<file path="config.mk">
export PLATFORM = sky130hd
export DESIGN_NAME = sn_to_binary_decoder_flat
export DESIGN_NICKNAME = d
export VERILOG_FILES = /design/src/rtl/sn_to_binary_decoder_pkg.sv /design/src/rtl/sn_to_binary_decoder_if.sv /design/src/rtl/sn_frac_align.sv /design/src/rtl/sn_to_binary_decoder.sv /design/src/flat_wrapper.sv
export SDC_FILE = /design/constraint.sdc
export NUM_CORES = 1
export LEC_CHECK = 0
export CAP_MARGIN = 20
export CORE_MARGIN = 10
export CORE_UTILIZATION = 45
export CTS_BUF_LIST = sky130_fd_sc_hd__clkbuf_16
export CTS_CLUSTER_SIZE = 30
export DETAILED_ROUTE_END_ITERATION = 8
export DONT_BUFFER_PORTS = 1
export PLACE_DENSITY = 0.68
export SLEW_MARGIN = 20
export SYNTH_ARGS = -nofsm -noshare
export SYNTH_HDL_FRONTEND = slang
export SYNTH_SLANG_ARGS = --single-unit
</file>
<file path="constraint.sdc">
create_clock -name clk -period 7 [get_ports clk]
set_input_delay 1.4 -clock clk [delete_from_list [all_inputs] [get_ports clk]]
set_output_delay 1.4 -clock clk [all_outputs]
set_load 0.02 [all_outputs]
</file>
<file path="src/rtl/sn_to_binary_decoder_pkg.sv">
// Shared types and helpers for the stochastic-to-binary decoder.
package sn_dec_pkg;

    typedef enum logic [1:0] {
        IDLE  = 2'd0,
        ACCUM = 2'd1,
        HOLD  = 2'd2
    } state_t;

    // Default window exponent and the matching counter width.
    localparam int LEN_LOG2 = 27;
    localparam int CW       = LEN_LOG2 + 1;

    // Effective window exponent.
    // A zero exponent becomes 1, and anything above max_k saturates at max_k.
    function automatic logic [31:0] clamp_k(input logic [31:0] win,
                                            input logic [31:0] max_k);
        logic [31:0] k;
        if (win == 32'd0) begin
            k = 32'd1;
        end else if (win > max_k) begin
            k = max_k;
        end else begin
            k = win;
        end
        return k;
    endfunction

endpackage

</file>
<file path="src/rtl/sn_to_binary_decoder_if.sv">
// Control, bitstream and result handshake bundle of the decoder.
// master = driver/consumer side, slave = decoder side.
interface sn_to_binary_decoder_if #(
    parameter int KW = 5,
    parameter int CW = 28
);
    logic          start;
    logic [KW-1:0] win_log2;
    logic          abort;
    logic          sn_valid;
    logic          sn_bit;
    logic          gen_restart;
    logic          busy;
    logic          out_valid;
    logic          out_ready;
    logic [CW-1:0] result;
    logic [CW-1:0] result_frac;

    modport master (
        output start, win_log2, abort, sn_valid, sn_bit, out_ready,
        input  gen_restart, busy, out_valid, result, result_frac
    );

    modport slave (
        input  start, win_log2, abort, sn_valid, sn_bit, out_ready,
        output gen_restart, busy, out_valid, result, result_frac
    );
endinterface

</file>
<file path="src/rtl/sn_frac_align.sv">
// Left barrel shift that turns a ones-count over a 2^k window into a fraction
// left-aligned to the full 2^LEN_LOG2 scale. Purely combinational; the parent
// registers the output.
module sn_frac_align #(
    parameter int W  = 28,
    parameter int SW = 5
) (
    input  logic [W-1:0]  count,
    input  logic [SW-1:0] shamt,
    output logic [W-1:0]  frac
);

    assign frac = count << shamt;

endmodule

</file>
<file path="src/rtl/sn_to_binary_decoder.sv">
// Counts ones in a unipolar stochastic bitstream over a window of 2^k valid
// bits and returns the raw count plus a left-aligned fraction. A one-cycle
// gen_restart pulse at window start realigns the upstream generator.
module sn_to_binary_decoder
    import sn_dec_pkg::*;
#(
    parameter int LEN_LOG2 = 27,
    parameter int KW       = 5
) (
    input  logic                   clk,
    input  logic                   reset_n,
    sn_to_binary_decoder_if.slave  bus
);

    localparam int CNT_W = LEN_LOG2 + 1;
    localparam logic [CNT_W-1:0] ONE_C = CNT_W'(1);

    state_t             state_r,       state_nxt;
    logic [KW-1:0]      k_r,           k_nxt;
    logic [CNT_W-1:0]   bit_cnt_r,     bit_cnt_nxt;
    logic [CNT_W-1:0]   ones_cnt_r,    ones_cnt_nxt;
    logic               gen_restart_r, gen_restart_nxt;
    logic               busy_r,        busy_nxt;
    logic               out_valid_r,   out_valid_nxt;
    logic [CNT_W-1:0]   result_r,      result_nxt;
    logic [CNT_W-1:0]   frac_r,        frac_nxt;

    logic [CNT_W-1:0]   sum_s;
    logic [CNT_W-1:0]   last_idx_s;
    logic [KW-1:0]      shamt_s;
    logic [CNT_W-1:0]   frac_s;

    // Count including the bit presented this cycle. Because the counters are
    // CNT_W wide, an all-ones window reaches 2^k without wrapping.
    assign sum_s      = ones_cnt_r + {{(CNT_W-1){1'b0}}, bus.sn_bit};
    assign last_idx_s = (ONE_C << k_r) - ONE_C;
    assign shamt_s    = KW'(LEN_LOG2) - k_r;

    sn_frac_align #(
        .W  (CNT_W),
        .SW (KW)
    ) u_align (
        .count (sum_s),
        .shamt (shamt_s),
        .frac  (frac_s)
    );

    // Next-state and next-output logic; every register holds by default.
    always_comb begin
        state_nxt       = state_r;
        k_nxt           = k_r;
        bit_cnt_nxt     = bit_cnt_r;
        ones_cnt_nxt    = ones_cnt_r;
        gen_restart_nxt = 1'b0;
        busy_nxt        = busy_r;
        out_valid_nxt   = out_valid_r;
        result_nxt      = result_r;
        frac_nxt        = frac_r;
        case (state_r)
            IDLE: begin
                if (bus.start) begin
                    k_nxt           = KW'(clamp_k(32'(bus.win_log2), 32'(LEN_LOG2)));
                    bit_cnt_nxt     = '0;
                    ones_cnt_nxt    = '0;
                    gen_restart_nxt = 1'b1;
                    busy_nxt        = 1'b1;
                    state_nxt       = ACCUM;
                end else begin
                    state_nxt = IDLE;
                end
            end
            ACCUM: begin
                // Abort wins over a terminal bit arriving in the same cycle.
                if (bus.abort) begin
                    busy_nxt  = 1'b0;
                    state_nxt = IDLE;
                end else if (bus.sn_valid) begin
                    bit_cnt_nxt  = bit_cnt_r + ONE_C;
                    ones_cnt_nxt = sum_s;
                    if (bit_cnt_r == last_idx_s) begin
                        result_nxt    = sum_s;
                        frac_nxt      = frac_s;
                        out_valid_nxt = 1'b1;
                        state_nxt     = HOLD;
                    end else begin
                        state_nxt = ACCUM;
                    end
                end else begin
                    state_nxt = ACCUM;
                end
            end
            HOLD: begin
                if (bus.out_ready) begin
                    out_valid_nxt = 1'b0;
                    busy_nxt      = 1'b0;
                    state_nxt     = IDLE;
                end else begin
                    state_nxt = HOLD;
                end
            end
            default: begin
                busy_nxt      = 1'b0;
                out_valid_nxt = 1'b0;
                state_nxt     = IDLE;
            end
        endcase
    end

    // FSM state register.
    always_ff @(posedge clk) begin
        if (!reset_n) begin
            state_r <= IDLE;
        end else begin
            state_r <= state_nxt;
        end
    end

    // Counter, latched-exponent and output registers.
    always_ff @(posedge clk) begin
        if (!reset_n) begin
            k_r           <= '0;
            bit_cnt_r     <= '0;
            ones_cnt_r    <= '0;
            gen_restart_r <= 1'b0;
            busy_r        <= 1'b0;
            out_valid_r   <= 1'b0;
            result_r      <= '0;
            frac_r        <= '0;
        end else begin
            k_r           <= k_nxt;
            bit_cnt_r     <= bit_cnt_nxt;
            ones_cnt_r    <= ones_cnt_nxt;
            gen_restart_r <= gen_restart_nxt;
            busy_r        <= busy_nxt;
            out_valid_r   <= out_valid_nxt;
            result_r      <= result_nxt;
            frac_r        <= frac_nxt;
        end
    end

    assign bus.gen_restart = gen_restart_r;
    assign bus.busy        = busy_r;
    assign bus.out_valid   = out_valid_r;
    assign bus.result      = result_r;
    assign bus.result_frac = frac_r;

endmodule
</file>
<file path="src/flat_wrapper.sv">
// flat-port wrapper written by rule: the top's interface ports become plain ports
module sn_to_binary_decoder_flat import sn_dec_pkg::*;
#(
    parameter int LEN_LOG2 = 27,
    parameter int KW       = 5
)
  (clk, reset_n, bus_start, bus_win_log2, bus_abort, bus_sn_valid, bus_sn_bit, bus_out_ready, bus_gen_restart, bus_busy, bus_out_valid, bus_result, bus_result_frac);
  sn_to_binary_decoder_if #(.KW(KW)) bus_i ();
  input  logic clk;
  input  logic reset_n;
  input wire logic [$bits(bus_i.start)-1:0] bus_start;
  input wire logic [$bits(bus_i.win_log2)-1:0] bus_win_log2;
  input wire logic [$bits(bus_i.abort)-1:0] bus_abort;
  input wire logic [$bits(bus_i.sn_valid)-1:0] bus_sn_valid;
  input wire logic [$bits(bus_i.sn_bit)-1:0] bus_sn_bit;
  input wire logic [$bits(bus_i.out_ready)-1:0] bus_out_ready;
  output wire logic [$bits(bus_i.gen_restart)-1:0] bus_gen_restart;
  output wire logic [$bits(bus_i.busy)-1:0] bus_busy;
  output wire logic [$bits(bus_i.out_valid)-1:0] bus_out_valid;
  output wire logic [$bits(bus_i.result)-1:0] bus_result;
  output wire logic [$bits(bus_i.result_frac)-1:0] bus_result_frac;
  assign bus_i.start = bus_start;
  assign bus_i.win_log2 = bus_win_log2;
  assign bus_i.abort = bus_abort;
  assign bus_i.sn_valid = bus_sn_valid;
  assign bus_i.sn_bit = bus_sn_bit;
  assign bus_i.out_ready = bus_out_ready;
  assign bus_gen_restart = bus_i.gen_restart;
  assign bus_busy = bus_i.busy;
  assign bus_out_valid = bus_i.out_valid;
  assign bus_result = bus_i.result;
  assign bus_result_frac = bus_i.result_frac;
  sn_to_binary_decoder #(.LEN_LOG2(LEN_LOG2), .KW(KW)) u_core (.clk(clk), .reset_n(reset_n), .bus(bus_i));
endmodule
</file>
Word level (Yosys, flattened, before mapping)
Cells that the tools add are included.
Widths: inputs -> output; s select.
- input bits: 12
- bits in registers: 122
- output and inout bits: 59
- bits in latches: 0
- logic and storage cells: 60
- memory bits (writable): 0
- memories kept: 0
- ROM bits: 0
- add/subtract/negate cells: 4
- muxes and demuxes: 24
- bitwise gates (word level): 2
- divide/modulo/power cells: 0
- shifts and indexed selects: 2
- reductions and logical operators: 9
- multiply operators: 0
- eq/ne operators: 9
- order comparisons: 1
- operators by type and width (kind ; count):
    $mux 28 ; 5
    $pmux 28 s2 ; 2
    $add 28x1->28 ; 1
    $add 28x1->28 const B ; 1
    $eq 28x28->1 ; 1
    $shl 1x5->28 const A ; 1
    $shl 28x5->28 ; 1
    $sub 28x1->28 const B ; 1
    $mux 5 ; 2
    $ne 2x2->1 const B ; 5
    $mux 1 ; 8
    $mux 2 ; 4
    $reduce_and 4->1 ; 2
    $pmux 1 s3 ; 2
    $pmux 2 s3 ; 1
    $gt 5x5->1 const B ; 1
    $logic_not 5->1 ; 1
    $reduce_and 5->1 ; 1
    $sub 5x5->5 const A ; 1
    $reduce_and 2->1 ; 2
    $reduce_and 3->1 ; 1
    $eq 2x1->1 const B ; 1
    $eq 2x2->1 const B ; 1
    $logic_not 2->1 ; 1
    3 further kinds ; 4

Longest topological paths before layout
Gate-level depths: netlist (run 1).
- word-level depth: 7
- gate-level depth with buffers: 21
- mapped depth without buffers: 12

By module
Synthesis (run 1) repeated with hierarchy kept, for this count alone.
- cell total of the unflattened synthesis: 1010
- area, all modules: 8254.2 um^2
- modules (own cells, without submodules) (module ; times used ; sequential area each (um^2) ; cells each ; area each (um^2)):
    sn_to_binary_decoder ; 1 ; 2442.3 ; 846 ; 6765.2
    sn_frac_align ; 1 ; 0.0 ; 164 ; 1488.9

Least setup slack after synthesis (run 1)
Ideal clock, no wire load.
- kind: register to register
- from: register u_core.k_r[2]
- to: register u_core.frac_r[0] (netlist: u_core.bus.result_frac[0])
- buffers on the path: 9
- required time: 6930 ps
- stages on the path, launching flop included: 19
- period minus slack after synthesis: 4900 ps
- arrival time: 4830 ps
- setup slack: 2100 ps
- library setup time: 70 ps
- cell sequence: dfxtp_1 -> buf_4 -> buf_2 -> buf_1 -> clkbuf_1 -> clkbuf_1 -> buf_1 -> nor2_1 -> nand2_1 -> ha_1 -> clkbuf_1 -> clkbuf_1 -> o21ai_1 -> xnor2_1 -> or4_4 -> or4b_1 -> buf_2 -> or4_1 -> a21boi_1
- cells in the longest elaborated chain, start to end: 4
- elaborated cells between the ends (all ways): 6
- classes of those cells: add/sub (2); eq/ne (1); shift (2); reduce/logical (1)
- RTL lines (element ; RTL line ; source):
    from (decl) ; sn_to_binary_decoder.sv:19 ; logic [KW-1:0] k_r, k_nxt;
    from (signal assigned) ; sn_to_binary_decoder.sv:130 ; k_r <= k_nxt;
    $shl 1x5->28 ; sn_to_binary_decoder.sv:36 ; assign last_idx_s = (ONE_C << k_r) - ONE_C;
    $sub 28x1->28 ; sn_to_binary_decoder.sv:36 ;
    $eq 28x28->1 ; sn_to_binary_decoder.sv:80 ; if (bit_cnt_r == last_idx_s) begin
    $reduce_and 4->1 (no source line) ; n/a ;
    to (signal assigned) ; sn_to_binary_decoder.sv:137 ; frac_r <= frac_nxt;
    to (decl) ; sn_to_binary_decoder.sv:26 ; logic [CNT_W-1:0] frac_r, frac_nxt;
Parallel ways exist; a longest one is shown, timed or not.
A chain may end at the register's enable or synchronous reset.

Worst setup path in the final report (run 1)
- from: register u_core.k_r[1]
- to: register u_core.frac_r[0] (netlist: u_core.bus.result_frac[0])
The elaborated chain is that of the path after synthesis.

==> results of run 1 <==
-- worst reg2reg max path, delay by kind of cell, from the launching register on --
kind | cells | cell delay [ns]
simple gates | 5 | 2.65
flops | 1 | 0.80
fa+ha+maj | 1 | 0.64
compound gates | 3 | 0.54
buf+inv | 1 | 0.30
xor+xnor | 1 | 0.18
-- metal layers --
layer	GRT usage [%]	up-vias	routed length [um]
li1	-	4201	-
met1	25.93	4167	11440
met2	34.53	396	13240
met3	4.627	75	2082
met4	8.180	0	1011
met5	0	-	0
-- where the power goes --
part | total [mW] | switching [mW] | internal [mW]
clock network | 0.881 | 0.380 | 0.502
registers | 0.711 | 0.0125 | 0.698
logic | 0.267 | 0.175 | 0.0916
-- state kept, by name (all words and copies together), names as in the netlist --
name / count
u_core.bit_cnt_r: 28
u_core.bus.result: 28
u_core.bus.result_frac: 28
u_core.bus.busy: 1
u_core.k_r: 5
u_core.ones_cnt_r: 28
u_core.bus.out_valid: 1
u_core.state_r: 2
u_core.bus.gen_restart: 1
-- cells by family after synthesis --
group           share of synthesized area (%)
simple gates                            29.17
compound gates                          26.85
buf+inv                                 6.009
flops                                   27.73
xor+xnor                                5.313
mux                                     4.219
fa+ha+maj                              0.7103
-- placed cells by master, fill, tap and decap left out, types with 16 or more instances in the layout --
cell type	count
sky130_fd_sc_hd__nand2_1	133
sky130_fd_sc_hd__a21oi_1	72
sky130_fd_sc_hd__o21ai_0	50
sky130_fd_sc_hd__a21boi_0	16
sky130_fd_sc_hd__dfxtp_1	119
sky130_fd_sc_hd__clkbuf_16	17
sky130_fd_sc_hd__mux2i_1	27
sky130_fd_sc_hd__xor2_1	19
sky130_fd_sc_hd__nor2_1	101
sky130_fd_sc_hd__o211ai_1	20
sky130_fd_sc_hd__nor2b_1	22
sky130_fd_sc_hd__nor3_1	31
sky130_fd_sc_hd__xnor2_1	30
sky130_fd_sc_hd__or3_1	25
sky130_fd_sc_hd__buf_4	16
sky130_fd_sc_hd__o211a_1	20
sky130_fd_sc_hd__inv_1	21
sky130_fd_sc_hd__nand3_1	47
sky130_fd_sc_hd__nand4_1	24
sky130_fd_sc_hd__nor4_1	20
-- final timing paths --
check,startpoint,end,cells after the start
hold / removal,u_core.ones_cnt_r[0],u_core.ones_cnt_r[0],2
setup / recovery,u_core.k_r[1],u_core.bus.result_frac[0],11
setup reg to reg,u_core.k_r[1],u_core.bus.result_frac[0],11
hold reg to reg,u_core.ones_cnt_r[0],u_core.ones_cnt_r[0],2
-- metrics by stage --
stage | util [%] | hold slack [ns] | worst slack, ns | cell area [um2]
floorplan | - | 0.4447 | 2.100 | 8807
global placement | 45.74 | 0.4573 | 2.093 | 8843
detailed placement | 45.78 | 0.4643 | 1.944 | 8851
CTS | 48.77 | 0.4759 | 1.948 | 9430
global route | 48.83 | 0.4842 | 1.585 | 9442
finish | 48.83 | 0.4784 | 1.835 | 9442
-- cell type report --
cell class | instances | area [um2]
clock buffer | 17 | 425.4
clock inverter | 15 | 153.9
fill | 1888 | 9893
inverter | 25 | 93.84
multi-input combinational | 921 | 5859
sequential | 122 | 2446
tap | 265 | 331.6
timing repair buffer | 17 | 131.4
==> run_results.csv, run 1 <==
group,metric,value,unit
worst_setup_path,crit_chain,"nor2_1 -> nand2_1 -> ha_1 -> inv_1 -> o21ai_0 -> a32oi_2 -> xnor2_1 -> or4_4 -> or4b_1 -> or4_1 -> a21boi_1",
yosys,yosys_top_cell_by_area,"sky130_fd_sc_hd__dfxtp_1",
global_route,initial_antenna_violation_count,0,
timing,slew_headroom,32.45,%
yosys,postSynth.asyncResetShare,0,%
run,drv.max_cap_violation_count,0,
worst_setup_path,cp_max_fo,40,
floorplan,floorplan.core_area,0.01933,mm2
yosys,syn_area_per_cell,7.495,um2
cts,clk_latency,0.44,ns
cts,postCtsHoldBufs,0,
power,power.total,1.858,mW
worst_setup_path,worst_setup_path_start_kind,"flip-flop",
route,drt.antenna.violating_nets,0,
yosys,synth_largest_type_area_fraction,27.73,%
finish,area.growth.synth_to_final,7.203,%
power,powerDensity,196.8,mW/mm2
yosys,postSynth.topFlopCell,"sky130_fd_sc_hd__dfxtp_1",
yosys,yosys_warnings,0,
hold_path,hold_path_class,"flip-flop to flip-flop",
place,placed_cells_incl_taps,1349,
cts,cts_repair_resize_count,0,
worst_setup_path,crit_path_capture_type,"flip-flop",
yosys,synth_sequential_area_ratio,27.73,%
cts,cts_h_tree_depth,4,
floorplan,chipHeight,159.9,um
cts,tritoncts,"done",
yosys,synthTopCellsByArea,"sky130_fd_sc_hd__dfxtp_1 (28%), sky130_fd_sc_hd__nand2_1 (5.7%), sky130_fd_sc_hd__nor2_1 (4.3%), sky130_fd_sc_hd__a21oi_1 (4.1%), sky130_fd_sc_hd__clkbuf_1 (3.4%)",
yosys,synthesis.nets,1192,
cts,postCtsSetupBuffers,0,
timing,finalWorstPathRequiredPeriod,5.165,ns
worst_setup_path,critPathSlowestCell,"sky130_fd_sc_hd__or4b_1",
global_route,groute.usage.overall,20.90,%
yosys,synthesis.instances,1175,
timing,setup_violations,0,
timing,hold_violations,0,
cts,clock-sinks,122,
worst_setup_path,worst_path_dominant_cell_family,"simple AND/OR/NAND/NOR gates",
worst_setup_path,timing.critical_path.required,7.37,ns
cts,ctsLongestPathBuffers,2,
floorplan,placementRows,51,
yosys,synth-seq-cells,122,
finish,final_nets,1121,
yosys,netlist-cell-type-count,90,
route,routed-via-count,8839,
power,leakagePower,3.228,nW
floorplan,die_area,0.02557,mm2
global_route,grt_max_degree,81,
timing,timing.final.max_slew_violations,0,
route,route.final.wire_length,27770,um
route,detail_route.drc_violations,0,
global_route,first_pass_grt_wire_length,44390,um
timing,max_freq,193.6,MHz
run_status,status,"finished, final reports clean",
power,worst_ir_drop_vdd,0.1451,mV
worst_setup_path,worst-setup-path-type,"flip-flop to flip-flop",
timing,clock-skew-final,0.01009,ns
timing,final.period_utilization,73.78,%
worst_setup_path,reg2reg_slack,1.84,ns
yosys,count_of_flip_flops_with_a_built_in_enable_after_synthesis,0,
place,port_buffers,0,
global_route,grt_overflow,0,
place,post-dp-hpwl,19370,um
worst_setup_path,cp_data_arrival_time,5.54,ns
finish,final_std_cells_w_o_fill,1382,
place,gp_congestion,1.003,
route,vias_per_cell,6.396,
route,drt-wirelength-per-cell,20.10,um
cts,cts_inserted_buffers,17,
floorplan,initial_utilization,45.55,%
floorplan,ios,71,
route,iteration_0_drc_count_of_the_detailed_router,1184,
finish,layout_cell_share_with_drive_strength_beyond_1,7.252,%
route,firstDrtPassIters,6,
worst_setup_path,buffering_stage_count_on_the_worst_path_with_inverters_included,1,
yosys,post_synth_instance_area,0.008807,mm2
cts,worst_setup_hold_path_clk_slew,0.06,ns
global_route,grt_pass1_vias,7763,
timing,rsz_0062_raised_after_global_routing,"false",
cts,cts-root-buf,"sky130_fd_sc_hd__clkbuf_16",
yosys,synth_top_cells_by_count,"sky130_fd_sc_hd__nand2_1 (133), sky130_fd_sc_hd__dfxtp_1 (122), sky130_fd_sc_hd__nor2_1 (101)",
timing,tightest_slew,1.013,ns
finish,antenna_diodes,0,
worst_setup_path,delay_of_the_slowest_cell_on_the_worst_path,0.99,ns
timing,totalNegativeSetupSlack,0,ns
floorplan,fp.dieW,159.9,um
yosys,synth_most_common_cell,"sky130_fd_sc_hd__nand2_1",
Power figures use the tool's default switching activity.
==> inputs of run 2 (changes only) <==
PLACE_DENSITY = 0.7   (was 0.68)
clock period = 4.4 ns   (was 7 ns; I/O delays follow)
==> run_results.csv, run 2 (synthesis results as in run 1) <==
group,metric,value,unit
run_status,status,"finished, final reports clean",
floorplan,floorplan.core_area,0.01933,mm2
cts,cts_repair_resize_count,0,
worst_setup_path,critical_path.startpoint,"u_core.k_r[0]",
place,gp_congestion,0.9824,
worst_setup_path,timing.critical_path.required,4.76,ns
finish,layout_common_cells,"sky130_fd_sc_hd__nand2_1 (133), sky130_fd_sc_hd__dfxtp_1 (119), sky130_fd_sc_hd__nor2_1 (101)",
timing,slew_headroom,40.64,%
timing,clock-skew-final,0.01208,ns
timing,totalNegativeSetupSlack,0,ns
cts,cts-root-buf,"sky130_fd_sc_hd__clkbuf_16",
worst_setup_path,worst-setup-path-type,"flip-flop to flip-flop",
floorplan,initial_utilization,45.55,%
power,switching_share,28.25,%
cts,tritoncts,"done",
place,port_buffers,0,
power,power_frac_seq,37.6,%
worst_setup_path,worst_setup_path_endpoint,"u_core.bus.result_frac[4]",
route,drt.antenna.violating_nets,0,
power,p_comb_share,14.9,%
route,iteration_0_drc_count_of_the_detailed_router,1016,
cts,clock-sinks,122,
floorplan,fp.dieW,159.9,um
worst_setup_path,cp_data_arrival_time,4.44,ns
worst_setup_path,delay_of_the_slowest_cell_on_the_worst_path,0.64,ns
power,leakagePower,3.314,nW
route,firstDrtPassIters,6,
timing,timing.final.max_slew_violations,0,
floorplan,placementRows,51,
route,route.final.wire_length,28390,um
worst_setup_path,worstReg2RegStart,"u_core.k_r[0]",
cts,clk_latency,0.43,ns
floorplan,die_area,0.02557,mm2
worst_setup_path,reg2reg_slack,0.32,ns
global_route,grt_pass1_vias,8360,
timing,finalWorstPathRequiredPeriod,4.077,ns
global_route,grt_overflow,0,
run,drv.max_cap_violation_count,0,
floorplan,chipHeight,159.9,um
finish,antenna_diodes,0,
power,switching_power_summed_over_all_nets,843.6,uW
route,routed-via-count,8828,
power,internal-power,2.143,mW
timing,rsz_0062_raised_after_global_routing,"false",
cts,cts_inserted_buffers,17,
timing,setup_violations,0,
power,clock_power_share,47.6,%
timing,hold_violations,0,
finish,n_fill_cell,1891,
route,detail_route.drc_violations,0,
global_route,initial_antenna_violation_count,0,
cts,postCtsHoldBufs,0,
timing,max_freq,245.3,MHz
power,powerDensity,311.9,mW/mm2
place,post-dp-hpwl,20130,um
route,drt-wirelength-per-cell,20.32,um
worst_setup_path,crit_path_capture_type,"flip-flop",
worst_setup_path,critical_path.most_common_cell,"sky130_fd_sc_hd__or4b_1",
cts,ctsLongestPathBuffers,2,
finish,area.growth.synth_to_final,8.709,%
cts,worst_setup_hold_path_clk_slew,0.06,ns
power,power.total,2.986,mW
global_route,grt_max_degree,81,
timing,tightest_slew,0.8883,ns
worst_setup_path,endpoint_of_the_lowest_slack_register_to_register_path,"u_core.bus.result_frac[4]",
power,worst_ir_drop_vdd,0.2548,mV
worst_setup_path,depth_of_the_most_critical_reg_to_reg_path,13,
finish,final_common_cell,"sky130_fd_sc_hd__nand2_1",
finish,final_nets,1137,
route,vias_per_cell,6.319,
worst_setup_path,cp_max_fo,18,
cts,cts_h_tree_depth,4,
finish,layout_cell_share_with_drive_strength_beyond_1,8.216,%
global_route,groute.usage.overall,21.70,%
hold_path,hold_path_class,"flip-flop to flip-flop",
timing,final.period_utilization,92.65,%
cts,postCtsSetupBuffers,0,
floorplan,ios,71,
global_route,first_pass_grt_wire_length,45860,um
worst_setup_path,worst_setup_path_start_kind,"flip-flop",
worst_setup_path,crit_chain,"inv_1 -> nor2_1 -> nand2_1 -> ha_1 -> xor2_1 -> o2111ai_1 -> or4b_1 -> nor4b_1 -> and4bb_1 -> or4b_1 -> buf_4 -> or3_1 -> a21boi_1",
worst_setup_path,critPathSlowestCell,"sky130_fd_sc_hd__or4b_1",
run 2: cell count changes in the layout (fill, tap and decap cells not counted):
cell / before / now
sky130_fd_sc_hd__clkinv_2: 0 / 3
sky130_fd_sc_hd__bufinv_16: 1 / 3
sky130_fd_sc_hd__buf_6: 1 / 0
sky130_fd_sc_hd__inv_8: 2 / 0
sky130_fd_sc_hd__clkinv_4: 1 / 3
sky130_fd_sc_hd__clkinvlp_4: 3 / 2
sky130_fd_sc_hd__clkinv_1: 0 / 2
sky130_fd_sc_hd__buf_12: 0 / 1
sky130_fd_sc_hd__buf_4: 16 / 32
sky130_fd_sc_hd__inv_6: 8 / 0
sky130_fd_sc_hd__inv_1: 21 / 22
run 2: through the flow:
stage / std cells / util, % / area, um2 / hold WS, ns / setup WS (ns)
2_1_floorplan: 1175 / - / 8820 / 0.4447 / 0.008040
3_3_place_gp: 1366 / 46.50 / 8991 / 0.4521 / 0.4211
6_report: 1397 / 49.52 / 9574 / 0.4852 / 0.3232
5_1_grt: 1397 / 49.52 / 9574 / 0.5231 / 0.03313
3_5_place_dp: 1366 / 46.50 / 8991 / 0.4790 / 0.3697
4_1_cts: 1397 / 49.52 / 9574 / 0.4866 / 0.3482
run 2: routing by layer:
layer	wire length (um)	track usage, %	vias up
li1	-	-	4243
met1	11460	25.87	4169
met2	13370	34.94	348
met3	2233	5.938	68
met4	1321	11.56	0
met5	0	0	-
run 2: final cells by class:
type	count	area, um2	share of cell area [%]
Multi-Input combinational cell	921	5859	61.20
Sequential cell	122	2446	25.55
Clock buffer	17	425.4	4.443
Tap cell	265	331.6	3.463
Timing Repair Buffer	33	260.3	2.718
Clock inverter	14	157.7	1.647
Inverter	25	93.84	0.9801
run 2: worst max-delay path, delay by kind of cell (launching register included):
family | cells | cell delay, ns
xor gates and xnor gates | 1 | 0.23
buffers and inverters | 2 | 0.34
AOI/OAI and AO/OA | 2 | 0.28
and+or+nand+nor | 7 | 2.35
DFF | 1 | 0.52
adders and majority gates | 1 | 0.28
run 2: power by group through the flow:
| stage | logic [mW] | clock network, mW | registers, mW |
|---|---|---|---|
| 6_report | 0.444 | 1.42 | 1.12 |
| 5_1_grt | 0.484 | 1.48 | 1.12 |
| 4_1_cts | 0.435 | 1.44 | 1.12 |
| 3_5_place_dp | 0.432 | 0 | 1.15 |
| 3_3_place_gp | 0.431 | 0 | 1.15 |
| 2_1_floorplan | 0.337 | 0 | 1.14 |
run 2: worst min path at each step:
stage | startpoint | endpoint | cells past startpoint
5_1_grt | u_core.ones_cnt_r[0] | u_core.ones_cnt_r[0] | 2
6_report | u_core.ones_cnt_r[0] | u_core.ones_cnt_r[0] | 2
3_3_place_gp | u_core.ones_cnt_r[0] | u_core.ones_cnt_r[0] | 2
3_5_place_dp | u_core.ones_cnt_r[0] | u_core.ones_cnt_r[0] | 2
4_1_cts | u_core.ones_cnt_r[0] | u_core.ones_cnt_r[0] | 2
2_1_floorplan | u_core.ones_cnt_r[0] | u_core.ones_cnt_r[0] | 2
==> inputs of run 3 (changes only) <==
CTS_BUF_LIST = sky130_fd_sc_hd__clkbuf_4 sky130_fd_sc_hd__clkbuf_8   (was sky130_fd_sc_hd__clkbuf_16)
PLACE_DENSITY = 0.68   (was 0.7)
clock period = 3.9 ns   (was 4.4 ns; I/O delays follow)
==> run_results.csv, run 3 (synthesis results as in run 1) <==
group,metric,value,unit
global_route,first_pass_grt_wire_length,46040,um
cts,clk_latency,0.47,ns
timing,hold_violations,0,
worst_setup_path,crit_path_capture_type,"flip-flop",
timing,max_freq,268.5,MHz
global_route,groute.usage.overall,21.87,%
finish,layout_cell_share_with_drive_strength_beyond_1,10.45,%
worst_setup_path,cp_max_fo,14,
hold_path,hold_path.startpoint,"reset_n",
cts,clock-sinks,122,
place,preCtsSetupSlack,0.06820,ns
floorplan,fp.dieW,159.9,um
global_route,grt_max_degree,81,
worst_setup_path,worst_setup_path_start_kind,"flip-flop",
worst_setup_path,critical_path.startpoint,"u_core.k_r[4]",
place,gp_congestion,0.9577,
cts,worst_setup_hold_path_clk_slew,0.09,ns
floorplan,die_area,0.02557,mm2
route,vias_per_cell,6.326,
global_route,grt_pass1_vias,8435,
route,iteration_0_drc_count_of_the_detailed_router,1030,
finish,postLayoutCellArea,0.009550,mm2
worst_setup_path,delay_of_the_slowest_cell_on_the_worst_path,0.52,ns
worst_setup_path,worst_path_dominant_cell_family,"simple AND/OR/NAND/NOR gates",
floorplan,initial_utilization,45.55,%
timing,slew_headroom,41.34,%
finish,n_fill_cell,1930,
floorplan,ios,71,
cts,cts-root-buf,"sky130_fd_sc_hd__clkbuf_8",
timing,rsz_0062_raised_after_global_routing,"false",
global_route,grt_overflow,0,
route,drt.antenna.violating_nets,0,
global_route,initial_antenna_violation_count,0,
place,port_buffers,0,
timing,clock-skew-final,0.02126,ns
route,detail_route.drc_violations,0,
worst_setup_path,crit_chain,"or2_1 -> nor2_4 -> nand2_1 -> ha_2 -> xor2_2 -> o2111ai_1 -> or4b_1 -> nor4b_1 -> and4bb_1 -> or4b_4 -> buf_4 -> or3_1 -> a21boi_1",
run,drv.max_cap_violation_count,0,
cts,cts_inserted_buffers,17,
floorplan,placementRows,51,
timing,setup_violations,0,
timing,final.setup.worst_slack,0.1760,ns
route,drt-wirelength-per-cell,20.50,um
timing,tightest_slew,0.8778,ns
cts,cts_h_tree_depth,4,
timing,final.period_utilization,95.49,%
cts,postCtsHoldBufs,0,
route,route.final.wire_length,28970,um
cts,ctsLongestPathBuffers,2,
power,power.total,3.020,mW
worst_setup_path,worst-setup-path-type,"flip-flop to flip-flop",
finish,final_nets,1152,
hold_path,hold_path_class,"input port to flip-flop",
finish,final_common_cell,"sky130_fd_sc_hd__nand2_1",
place,postPlaceCellArea,0.009124,mm2
floorplan,chipHeight,159.9,um
finish,area.growth.synth_to_final,8.439,%
route,routed-via-count,8938,
worst_setup_path,buffering_stage_count_on_the_worst_path_with_inverters_included,1,
run_status,status,"finished, final reports clean",
worst_setup_path,critPathSlowestCell,"sky130_fd_sc_hd__or4b_1",
floorplan,floorplan.core_area,0.01933,mm2
worst_setup_path,worstReg2RegStart,"u_core.k_r[4]",
power,powerDensity,316.2,mW/mm2
route,firstDrtPassIters,5,
finish,layout_common_cells,"sky130_fd_sc_hd__nand2_1 (133), sky130_fd_sc_hd__dfxtp_1 (119), sky130_fd_sc_hd__nor2_1 (100)",
finish,antenna_diodes,0,
power,worst_ir_drop_vdd,0.2341,mV
timing,finalWorstPathRequiredPeriod,3.724,ns
place,post-dp-hpwl,20680,um
worst_setup_path,cp_data_arrival_time,4.12,ns
worst_setup_path,timing.critical_path.required,4.30,ns
power,leakagePower,3.310,nW
timing,totalNegativeSetupSlack,0,ns
timing,timing.final.max_slew_violations,0,
cts,tritoncts,"done",
-- run 3: where the power goes --
part,internal (mW),total [mW],switching (mW)
Clock,0.590,1.23,0.636
Sequential,1.25,1.26,0.0124
Combinational,0.191,0.530,0.339
-- run 3: per-layer routing --
metal,vias to the layer above,GRT usage [%],part of all wire [%]
li1,4260,-,-
met1,4229,25.81,41
met2,365,36.64,47
met3,84,4.807,7.1
met4,0,11.14,5.0
met5,-,0,0
-- run 3: final cells by class --
cell class                      count  area [um2]  area share (%)
Inverter                           25       93.84          0.9826
Multi-Input combinational cell    921        5897           61.75
Sequential cell                   122        2449           25.64
Tap cell                          265       331.6           3.472
Clock buffer                       17       234.0           2.450
Clock inverter                     15       172.7           1.808
Timing Repair Buffer               48       372.9           3.904
-- run 3: per-stage QoR --
step / hold slack, ns / std cells / util [%]
after global placement: 0.4534 / 1381 / 47.19
after floorplan: 0.4447 / 1175 / -
after detailed placement: 0.4673 / 1381 / 47.19
after global routing: 0.4282 / 1413 / 49.39
final: 0.4490 / 1413 / 49.39
after CTS: 0.4420 / 1413 / 49.29
-- run 3: worst register-to-register path, delay by kind of cell (launching register included) --
| kind | cells | cell delay [ns] |
|---|---|---|
| buf+inv | 1 | 0.21 |
| xor+xnor | 1 | 0.16 |
| fa+ha+maj | 1 | 0.34 |
| flops | 1 | 0.31 |
| compound gates | 2 | 0.23 |
| simple gates | 8 | 2.41 |
-- run 3: path summary, 6_finish.rpt --
path	slack, ns	end	cells after the start
setup / recovery	0.18	u_core.bus.result_frac[7]	13
hold / removal	0.45	u_core.bus.result_frac[19]	1
setup reg to reg	0.18	u_core.bus.result_frac[7]	13
hold reg to reg	0.47	u_core.ones_cnt_r[0]	2
-- run 3: timing repair --
item	in CTS	in global routing
setup buffers	0	0
endpoints found under the setup margin	0	8
gates resized for setup	0	4
